File: config.mk
export PLATFORM = sky130hd
export DESIGN_NAME = prot_sequencer_flat
export DESIGN_NICKNAME = d
export VERILOG_FILES = /design/src/rtl/prot_sequencer_if.sv /design/src/rtl/prot_sequencer.sv /design/src/flat_wrapper.sv
export SDC_FILE = /design/constraint.sdc
export NUM_CORES = 1
export LEC_CHECK = 0
export CORE_MARGIN = 3
export CORE_UTILIZATION = 49
export DETAILED_ROUTE_END_ITERATION = 8
export PLACE_DENSITY = 0.81
export SLEW_MARGIN = 20
export SYNTH_ARGS = -nofsm -noshare
export SYNTH_HDL_FRONTEND = slang
export SYNTH_SLANG_ARGS = --single-unit
File: constraint.sdc
create_clock -name clk -period 1.93 [get_ports clk]
set_clock_uncertainty 0.1 [all_clocks]
set_input_delay 0.4825 -clock clk [delete_from_list [all_inputs] [get_ports clk]]
set_output_delay 0.4825 -clock clk [all_outputs]
set_load 0.005 [all_outputs]
File: src/rtl/prot_sequencer_if.sv
// prot_sequencer_if: fault inputs, DSP controls and status outputs of the protection sequencer.
// PRT_SEQ_FLT_MASK_EN adds the per-channel flt_mask input.
interface prot_sequencer_if #(
   parameter int N_FLT     = 4,
   parameter int RETRY_MAX = 3
);
   logic [N_FLT-1:0]                   Prt_dly;
   logic                               start;
   logic                               clr;
`ifdef PRT_SEQ_FLT_MASK_EN
   logic [N_FLT-1:0]                   flt_mask;
`endif
   logic                               pwm_en;
   logic [N_FLT-1:0]                   first_flt;
   logic [$clog2(RETRY_MAX+1)-1:0]     retry_cnt;
   logic                               lockout;
   logic [2:0]                         state;
`ifdef PRT_SEQ_FLT_MASK_EN
   modport master (output Prt_dly, start, clr, flt_mask,
                   input pwm_en, first_flt, retry_cnt, lockout, state);
   modport slave  (input Prt_dly, start, clr, flt_mask,
                   output pwm_en, first_flt, retry_cnt, lockout, state);
`else
   modport master (output Prt_dly, start, clr,
                   input pwm_en, first_flt, retry_cnt, lockout, state);
   modport slave  (input Prt_dly, start, clr,
                   output pwm_en, first_flt, retry_cnt, lockout, state);
`endif
endinterface

File: src/rtl/prot_sequencer.sv
// prot_sequencer: fault aggregation, PWM gating, cool-down/auto-retry and lockout for the LLC power stage.
// PRT_SEQ_FLT_MASK_EN enables masking of individual fault channels.
module prot_sequencer #(
   parameter int N_FLT      = 4,
   parameter int COOL_CYC   = 200,
   parameter int RETRY_MAX  = 3,
   parameter int RUN_OK_CYC = 1000
) (
   input logic              clk,
   input logic              Rst,
   prot_sequencer_if.slave  bus
);
   localparam int RW  = $clog2(RETRY_MAX+1);
   localparam int RTW = $clog2(RUN_OK_CYC)+1;
   localparam int CTW = $clog2(COOL_CYC)+1;
   localparam logic [RW-1:0]  RMAX    = RW'(RETRY_MAX);
   localparam logic [RTW-1:0] RUN_OK  = RTW'(RUN_OK_CYC);
   localparam logic [CTW-1:0] COOL_TM = CTW'(COOL_CYC-1);

   typedef enum logic [2:0] {IDLE = 3'd0, RUN = 3'd1, TRIP = 3'd2, COOL = 3'd3, LOCK = 3'd4} state_t;

   state_t           state_q, state_d;
   logic [N_FLT-1:0] fv, first_q, first_d;
   logic [RW-1:0]    retry_q, retry_d;
   logic [RTW-1:0]   run_q, run_d;
   logic [CTW-1:0]   cool_q, cool_d;
   logic             lock_q, lock_d, pwm_q, flt;

`ifdef PRT_SEQ_FLT_MASK_EN
   assign fv = bus.Prt_dly & ~bus.flt_mask;
`else
   assign fv = bus.Prt_dly;
`endif
   assign flt = |fv;

   always_comb begin
      state_d = state_q;
      first_d = first_q;
      retry_d = retry_q;
      run_d   = '0;
      cool_d  = cool_q;
      lock_d  = lock_q;
      case (state_q)
         IDLE: begin
            if (bus.clr) first_d = '0;
            if (bus.start && !flt) state_d = RUN;
         end
         RUN: begin
            if (flt) begin
               state_d = TRIP;
               first_d = fv;
            end else if (!bus.start) begin
               state_d = IDLE;
            end else begin
               run_d = (run_q == RUN_OK) ? run_q : run_q + 1'b1;
               if (run_q == RUN_OK - 1'b1) retry_d = '0;
            end
         end
         TRIP: begin
            if (retry_q == RMAX) begin
               state_d = LOCK;
               lock_d  = 1'b1;
            end else begin
               state_d = COOL;
               retry_d = retry_q + 1'b1;
               cool_d  = '0;
            end
         end
         COOL: begin
            // a fault still present at the end of cool-down holds the retry off
            if (!bus.start) state_d = IDLE;
            else if (cool_q != COOL_TM) cool_d = cool_q + 1'b1;
            else if (!flt) state_d = RUN;
         end
         LOCK: begin
            if (bus.clr && !flt) begin
               state_d = IDLE;
               lock_d  = 1'b0;
               retry_d = '0;
               first_d = '0;
            end
         end
         default: state_d = IDLE;
      endcase
   end

   always_ff @(posedge clk) begin
      if (Rst) begin
         state_q <= IDLE;
         first_q <= '0;
         retry_q <= '0;
         run_q   <= '0;
         cool_q  <= '0;
         lock_q  <= 1'b0;
         pwm_q   <= 1'b0;
      end else begin
         state_q <= state_d;
         first_q <= first_d;
         retry_q <= retry_d;
         run_q   <= run_d;
         cool_q  <= cool_d;
         lock_q  <= lock_d;
         pwm_q   <= (state_d == RUN);
      end
   end

   assign bus.state     = state_q;
   assign bus.pwm_en    = pwm_q;
   assign bus.first_flt = first_q;
   assign bus.retry_cnt = retry_q;
   assign bus.lockout   = lock_q;
endmodule

File: src/flat_wrapper.sv
// flat-port wrapper written by rule: the top's interface ports become plain ports
module prot_sequencer_flat 
#(
   parameter int N_FLT      = 4,
   parameter int COOL_CYC   = 200,
   parameter int RETRY_MAX  = 3,
   parameter int RUN_OK_CYC = 1000
)
  (clk, Rst, bus_Prt_dly, bus_start, bus_clr, bus_pwm_en, bus_first_flt, bus_retry_cnt, bus_lockout, bus_state);
  prot_sequencer_if #(.N_FLT(N_FLT), .RETRY_MAX(RETRY_MAX)) bus_i ();
  input logic clk;
  input logic Rst;
  input wire logic [$bits(bus_i.Prt_dly)-1:0] bus_Prt_dly;
  input wire logic [$bits(bus_i.start)-1:0] bus_start;
  input wire logic [$bits(bus_i.clr)-1:0] bus_clr;
  output wire logic [$bits(bus_i.pwm_en)-1:0] bus_pwm_en;
  output wire logic [$bits(bus_i.first_flt)-1:0] bus_first_flt;
  output wire logic [$bits(bus_i.retry_cnt)-1:0] bus_retry_cnt;
  output wire logic [$bits(bus_i.lockout)-1:0] bus_lockout;
  output wire logic [$bits(bus_i.state)-1:0] bus_state;
  assign bus_i.Prt_dly = bus_Prt_dly;
  assign bus_i.start = bus_start;
  assign bus_i.clr = bus_clr;
  assign bus_pwm_en = bus_i.pwm_en;
  assign bus_first_flt = bus_i.first_flt;
  assign bus_retry_cnt = bus_i.retry_cnt;
  assign bus_lockout = bus_i.lockout;
  assign bus_state = bus_i.state;
  prot_sequencer #(.N_FLT(N_FLT), .COOL_CYC(COOL_CYC), .RETRY_MAX(RETRY_MAX), .RUN_OK_CYC(RUN_OK_CYC)) u_core (.clk(clk), .Rst(Rst), .bus(bus_i));
endmodule
==> results of run 1 <==
layer usage:
layer,GRT usage [%],vias up,wire (um)
met5,0,-,0
met4,10.3,0,82
met3,4.34,11,131
met2,36.1,38,1780
met1,24.3,668,1540
li1,-,673,-
repair_timing:
action,4_1_cts,5_1_grt
resized for setup,8,7
endpoints found under the setup margin,4,8
hold endpoints to repair,0,0
pin swaps,5,4
per-stage QoR:
step	power [mW]	util [%]	std cells	setup TNS (ps)	area [um^2]
after detailed placement	0.734	65.2	241	-5680	1880
after CTS	1.27	68.8	249	0	1980
after floorplan	0.687	-	168	0	1540
after global routing	1.30	69.9	249	-2.31	2010
after global placement	0.732	65.2	241	-4930	1880
final	1.26	69.9	249	0	2010
final timing paths:
path	from	cells after the start	end	slack [ps]
hold / removal	u_core.cool_q[1]	2	u_core.cool_q[1]	390
setup / recovery	u_core.bus.state[1]	1	bus_state[1]	70
hold reg to reg	u_core.cool_q[1]	2	u_core.cool_q[1]	390
setup reg to reg	u_core.cool_q[0]	6	u_core.cool_q[5]	120
area by class of cell:
class | instances | share of cell area, %
multi-input cells | 124 | 44.3
flip-flops and latches | 31 | 31.3
repair buffers | 37 | 16.1
well taps | 42 | 2.62
clock buffers | 6 | 2.55
clock inverters | 2 | 1.74
inverters | 7 | 1.31
where the power goes:
part | total, mW | leakage [nW] | internal, mW | switching [mW]
Combinational | 0.0743 | 0.480 | 0.0382 | 0.0361
Sequential | 0.645 | 0.252 | 0.640 | 0.00474
Clock | 0.544 | 0.0482 | 0.306 | 0.238
Total | 1.26 | 0.781 | 0.985 | 0.279
worst register-to-register path, stage by stage, from the launching register on:
cell      delay (ps)
dfxtp_1          340
ha_1             240
and4_1           250
a21oi_4          140
nor2_2            50
or3_1            390
a211oi_2         220
cells by family (layout without fill, tap and decap cells):
| family | count (synthesis) | after routing |
|---|---|---|
| and+or+nand+nor | 73 | 73 |
| DFF | 31 | 31 |
| AOI/OAI and AO/OA | 30 | 30 |
| xor gates and xnor gates | 15 | 15 |
| buffers and inverters | 13 | 52 |
| adders and majority gates | 4 | 4 |
| muxes | 2 | 2 |
state kept, by name, indices dropped and copies added, names as in the netlist:
signal                flops
u_core.bus.pwm_en         1
u_core.bus.retry_cnt      2
u_core.cool_q             9
u_core.bus.lockout        1
u_core.bus.state          3
u_core.run_q             11
u_core.bus.first_flt      4
cells in the mapped netlist (all sizes together) (3+ instances only):
cell type	instances	area [um^2]
a21oi	8	51.3
a22oi	5	37.5
and3	5	31.3
buf	3	23.8
clkbuf	3	11.3
dfxtp	31	621
ha	4	50.1
inv	7	26.3
nand2	8	30.0
nand3	6	30.0
nor2	29	111
nor3	6	41.3
nor4	4	50.1
o2111ai	4	35.0
o21ai	5	25.0
xnor2	8	70.1
xor2	7	61.3
==> results.yml, run 1 <==
outcome:
  status: "finished, final reports clean"
power:
  ir_worst_vdd_mv: 0.445
  p_leak_nw: 0.781
  powerDensity_nw_per_um2: 629
logic_synthesis:
  synth_warnings: 0
  synth_area_per_cell_um2: 9.15
  syn_nets: 180
  synthAdderAreaFrac_pct: 3.26
  synthCells: 168
  synth_cell_types: 45
  yosysSeqAreaShare_pct: 40.4
  synth_top_family_by_area: "simple AND/OR/NAND/NOR gates"
  synthArstFlopShare_pct: 0
  synth_area_um2: 1540
  synth-compound-area-share_pct: 14.6
  synth_xor_area_share_pct: 8.55
  synth-seq-cells: 31
  synth_ff_type: "dfxtp_1"
  synth_edf_count: 0
  muxShareOfSynthArea_pct: 1.30
  synthSimpleGateAreaFrac_pct: 27.9
critical_path:
  startpoint_type: "flop"
  path_cells: "clkdlybuf4s50_1"
  critPathArrivalTime_ps: 1280
  crit_path_max_fanout: 7
  cp_slowest_cell: "clkdlybuf4s50_1"
  slowest_delay_ps: 510
  path_buf_inv: 1
  path_class: "flop to output port"
  cp_data_required_time_ps: 1350
  end_kind: "output port"
  crit_family: "buffers and inverters"
clock_network:
  clock_path_buffers: 2
  h-tree-depth: 2
  clk_latency_ps: 340
  clk_pin_slew_ps: 110
  cts-root-buf: "clkbuf_4"
  cts_buffers: 5
  numClockSinks: 31
  hold_buffers: 0
  cts_tree: "done"
  post_cts_buffers: 0
detailed_routing:
  drt-vias-per-instance: 5.58
  wl_per_cell_um: 14.2
  first_iter_violations: 91
  wirelength_mm: 3.53
  final_antenna_net_count: 0
  drc: 0
  dr.pass1.iters: 5
  dr_total_vias: 1390
placement:
  routabilityCongestion: 0.882
  portBuffers: 18
  hpwlAfterDp_mm: 2.53
  preCtsSetupSlack_ps: -503
timing:
  holdWs_ps: 386
  hold_violations: 0
  setup_viol_count_final: 0
  worst_pin_slew_ps: 414
  max_freq_mhz: 537
  setup_slack_ps: 66.1
  finalCritPeriodShare_pct: 96.6
  max_slew_margin_pct: 72.1
  period_minus_slack_ps: 1860
  slew_viol_final: 0
global_route:
  grt_pass1_vias: 1333
  grt_antenna_before_repair: 0
  grt_overflow_total: 0
  gr-usage-all-layers_pct: 20.9
  grt_start_max_net_pins: 12
  grt_pass1_wl_mm: 5.85
layout:
  register_area_um2: 629
  nets: 218
  area_growth_pct: 30.8
  multi_input_area_um2: 891
  n_fill_cell: 221
  final_cell_mix: "28 x nor2_1, 28 x dfxtp_1, 19 x buf_4"
  insertedDiodeCount: 0
  drive_above_1_share_pct: 22.2
run:
  cap_violations: 0
floorplan:
  die-area_um2: 3840
  die_y_um: 62.0
  core_um2: 2880
  ioPinCount: 19
  initial_core_util_pct: 53.4
  die_w_um: 62.0
  num_rows: 19
min_path:
  hold_path.class: "flop to flop"
Note: power is estimated with default switching activity, not from simulation.
==> inputs of run 2 (changes only) <==
--- a/config.mk
+++ b/config.mk
@@ -7,6 +7,7 @@
 export LEC_CHECK = 0
 export CORE_MARGIN = 3
 export CORE_UTILIZATION = 49
+export CTS_CLUSTER_DIAMETER = 200
 export DETAILED_ROUTE_END_ITERATION = 8
 export PLACE_DENSITY = 0.81
 export SLEW_MARGIN = 20
==> constraint.sdc (replaced) <==
create_clock -name clk -period 1.5 [get_ports clk]
set_clock_uncertainty 0.1 [all_clocks]
set_input_delay 0.375 -clock clk [delete_from_list [all_inputs] [get_ports clk]]
set_output_delay 0.375 -clock clk [all_outputs]
set_load 0.005 [all_outputs]
==> results.yml, run 2 <==
outcome:
  error: "[ERROR DPL-0033] detailed placement checks failed during check placement."
  flow.stopped_at: "global routing (5_1_grt)"
  status: "did not finish"
logic_synthesis:
  synth_area_per_cell_um2: 9.15
  post-synth-top-count-cell: "dfxtp_1"
  yosysSeqAreaShare_pct: 40.4
  synth_ff_type: "dfxtp_1"
  synth_largest_area_cell: "dfxtp_1"
  synth.area.top_cells: "dfxtp_1 40%, nor2_1 6.8%, xnor2_1 4.6%"
  synthCells: 168
  synth-seq-cells: 31
  synth_edf_count: 0
  synth_top_area_share_pct: 40.4
  synthTopCellsByCount: "31 x dfxtp_1, 28 x nor2_1, 8 x nand2_1, 8 x xnor2_1"
  synthArstFlopShare_pct: 0
  synth_cell_types: 45
  synth_area_um2: 1540
  synth_warnings: 0
  syn_nets: 180
clock_network:
  cts-root-buf: "clkbuf_4"
  h-tree-depth: 2
  cts_buffers: 5
  clock_path_buffers: 2
  numClockSinks: 31
  hold_buffers: 0
placement:
  routabilityCongestion: 0.890
  dp_cells: 269
  portBuffers: 18
  hpwlAfterDp_mm: 3.00
floorplan:
  die_y_um: 62.0
  die_w_um: 62.0
  ioPinCount: 19
  initial_core_util_pct: 53.4
  num_rows: 19
global_route:
  grt_antenna_before_repair: 0
  grt_start_max_net_pins: 11
timing:
  postGrtWorstEndpoint: "u_core.bus.retry_cnt[0]$_SDFFE_PP0P_/D"
  worstEndpointType: "sequential cell input"
## run 2: cell counts after synthesis
Identical to the previous run, type by type.
## run 2: cells by family after synthesis
kind of cell	Yosys count	share of synthesized area [%]
simple gates	73	27.9
compound gates	30	14.6
buf+inv	13	3.99
fa+ha+maj	4	3.26
mux	2	1.30
flops	31	40.4
xor+xnor	15	8.55
## run 2: through the flow
stage	instance area, um^2	worst slack, ps	setup TNS [ps]	hold slack [ps]	util [%]
detailed placement	2120	-756	-14720	401	73.8
CTS	2540	-170	-656	337	88.4
global placement	2120	-678	-13690	381	73.8
floorplan	1580	-209	-1120	352	-
## run 2: what timing repair did
item	4_1_cts
cloned	1
hold endpoints to repair	0
pin swaps	21
endpoints found under the setup margin	41
resized for setup	88
setup buffers	15
==> inputs of run 3 (changes only) <==
--- a/config.mk
+++ b/config.mk
@@ -6,10 +6,9 @@
 export NUM_CORES = 1
 export LEC_CHECK = 0
 export CORE_MARGIN = 3
-export CORE_UTILIZATION = 49
-export CTS_CLUSTER_DIAMETER = 200
+export CORE_UTILIZATION = 40
 export DETAILED_ROUTE_END_ITERATION = 8
-export PLACE_DENSITY = 0.81
+export PLACE_DENSITY_LB_ADDON = 0.15
 export SLEW_MARGIN = 20
 export SYNTH_ARGS = -nofsm -noshare
 export SYNTH_HDL_FRONTEND = slang
==> constraint.sdc (replaced) <==
create_clock -name clk -period 2 [get_ports clk]
set_clock_uncertainty 0.1 [all_clocks]
set_input_delay 0.5 -clock clk [delete_from_list [all_inputs] [get_ports clk]]
set_output_delay 0.5 -clock clk [all_outputs]
set_load 0.005 [all_outputs]
==> results.yml, run 3 (synthesis results as in run 1) <==
outcome:
  status: "finished, final reports clean"
clock_network:
  cts_buffers: 5
  clk_pin_slew_ps: 60
  h-tree-depth: 2
  numClockSinks: 31
  cts-root-buf: "clkbuf_8"
  cts_tree: "done"
  clock_path_buffers: 2
  post_cts_buffers: 0
  clk_latency_ps: 280
floorplan:
  num_rows: 21
  die_w_um: 68.0
  die_y_um: 68.0
  ioPinCount: 19
  core_um2: 3520
  initial_core_util_pct: 43.6
  die-area_um2: 4620
critical_path:
  slowest_delay_ps: 550
  path_cells: "clkdlybuf4s50_1"
  path_buf_inv: 1
  startpoint_type: "flop"
  startpoint: "u_core.bus.state[0]"
  r2r-start: "u_core.cool_q[0]"
  path_class: "flop to output port"
  critPathArrivalTime_ps: 1310
  end_kind: "output port"
  cp_slowest_cell: "clkdlybuf4s50_1"
  crit_path_max_fanout: 11
  crit_family: "buffers and inverters"
  cp_data_required_time_ps: 1400
layout:
  regMostFlops: "u_core.run_q"
  multi_input_area_um2: 893
  nets: 215
  final_cell_mix: "28 x nor2_1, 28 x dfxtp_1, 16 x buf_4"
  register_area_um2: 624
  area_growth_pct: 30.5
  finalCoreUtilization_pct: 56.9
  instances_no_fill: 250
  n_fill_cell: 319
  largest_reg_flops: 11
  insertedDiodeCount: 0
  drive_above_1_share_pct: 20.1
timing:
  worst_pin_slew_ps: 485
  period_minus_slack_ps: 1910
  rsz0062_at_grt: "no"
  finalCritPeriodShare_pct: 95.5
  max_slew_margin_pct: 67.5
  max_freq_mhz: 523
  hold_violations: 0
  slew_viol_final: 0
  setup_viol_count_final: 0
power:
  ir_worst_vdd_mv: 0.378
  swShare_pct: 21.2
  power.clock.fraction_pct: 43.4
  switchingPower_uw: 261
  intPower_uw: 970
  p_leak_nw: 0.756
  powerDensity_nw_per_um2: 614
  pwr-share-comb_pct: 5.8
  pwr-share-seq_pct: 50.9
run:
  cap_violations: 0
detailed_routing:
  drc: 0
  final_antenna_net_count: 0
  drt-vias-per-instance: 5.27
  wl_per_cell_um: 13.8
  dr_total_vias: 1318
  wirelength_mm: 3.44
  first_iter_violations: 129
  dr.pass1.iters: 4
global_route:
  grt_pass1_vias: 1375
  grt_start_max_net_pins: 12
  grt_overflow_total: 0
  grt_use_met1_pct: 21.0
  grt_pass1_wl_mm: 6.13
  grtUsageMet2_pct: 29.0
  grt_antenna_before_repair: 0
  grt_util_met3_pct: 5.75
  top_usage_layer: "met2"
  gr-usage-all-layers_pct: 17.9
placement:
  dp_cells: 242
  hpwlAfterDp_mm: 2.60
  portBuffers: 18
  routabilityCongestion: 0.817
min_path:
  hold_path.class: "flop to flop"
  min_from: "u_core.bus.retry_cnt[1]"
-- run 3: area by class of cell --
class,instances,area share (%)
Sequential cell,31,31.1
Multi-Input combinational cell,124,44.6
Clock buffer,8,4.99
Timing Repair Buffer,34,15.1
Inverter,7,1.31
Tap cell,46,2.87
-- run 3: through the flow --
stage / TNS, ps / power [mW] / hold slack (ps) / setup WS (ps) / area [um^2]
final: 0 / 1.23 / 393 / 89.1 / 2000
after global routing: 0 / 1.29 / 427 / 12.1 / 2000
after CTS: -11.7 / 1.25 / 397 / -11.7 / 1990
after detailed placement: -5140 / 0.708 / 386 / -489 / 1860
after global placement: -4560 / 0.706 / 366 / -377 / 1860
after floorplan: 0 / 0.663 / 349 / 106 / 1540
-- run 3: worst paths after layout --
kind	endpoint	slack, ps	cells after the start
min	u_core.bus.retry_cnt[1]	390	2
max reg2reg	u_core.cool_q[5]	210	6
min reg2reg	u_core.bus.retry_cnt[1]	390	2
max	bus_state[0]	90	1
-- run 3: repair_timing --
| action | in CTS | in global routing |
|---|---|---|
| resized for setup | 9 | 3 |
| hold buffers | 0 | 0 |
| endpoints found under the setup margin | 5 | 18 |
| pin swaps | 5 | 3 |
-- run 3: layer usage --
layer,part of all wire [%],vias to the layer above
met1,45,619
met5,0,-
met2,49,19
met4,2.4,0
met3,3.5,10
li1,-,670
-- run 3: power groups by stage --
stage | clock network [mW] | registers, mW | logic (mW)
after CTS | 0.557 | 0.626 | 0.0695
final | 0.534 | 0.626 | 0.0712
after global routing | 0.590 | 0.626 | 0.0770
after detailed placement | 0 | 0.639 | 0.0686
after global placement | 0 | 0.639 | 0.0677
after floorplan | 0 | 0.637 | 0.0261
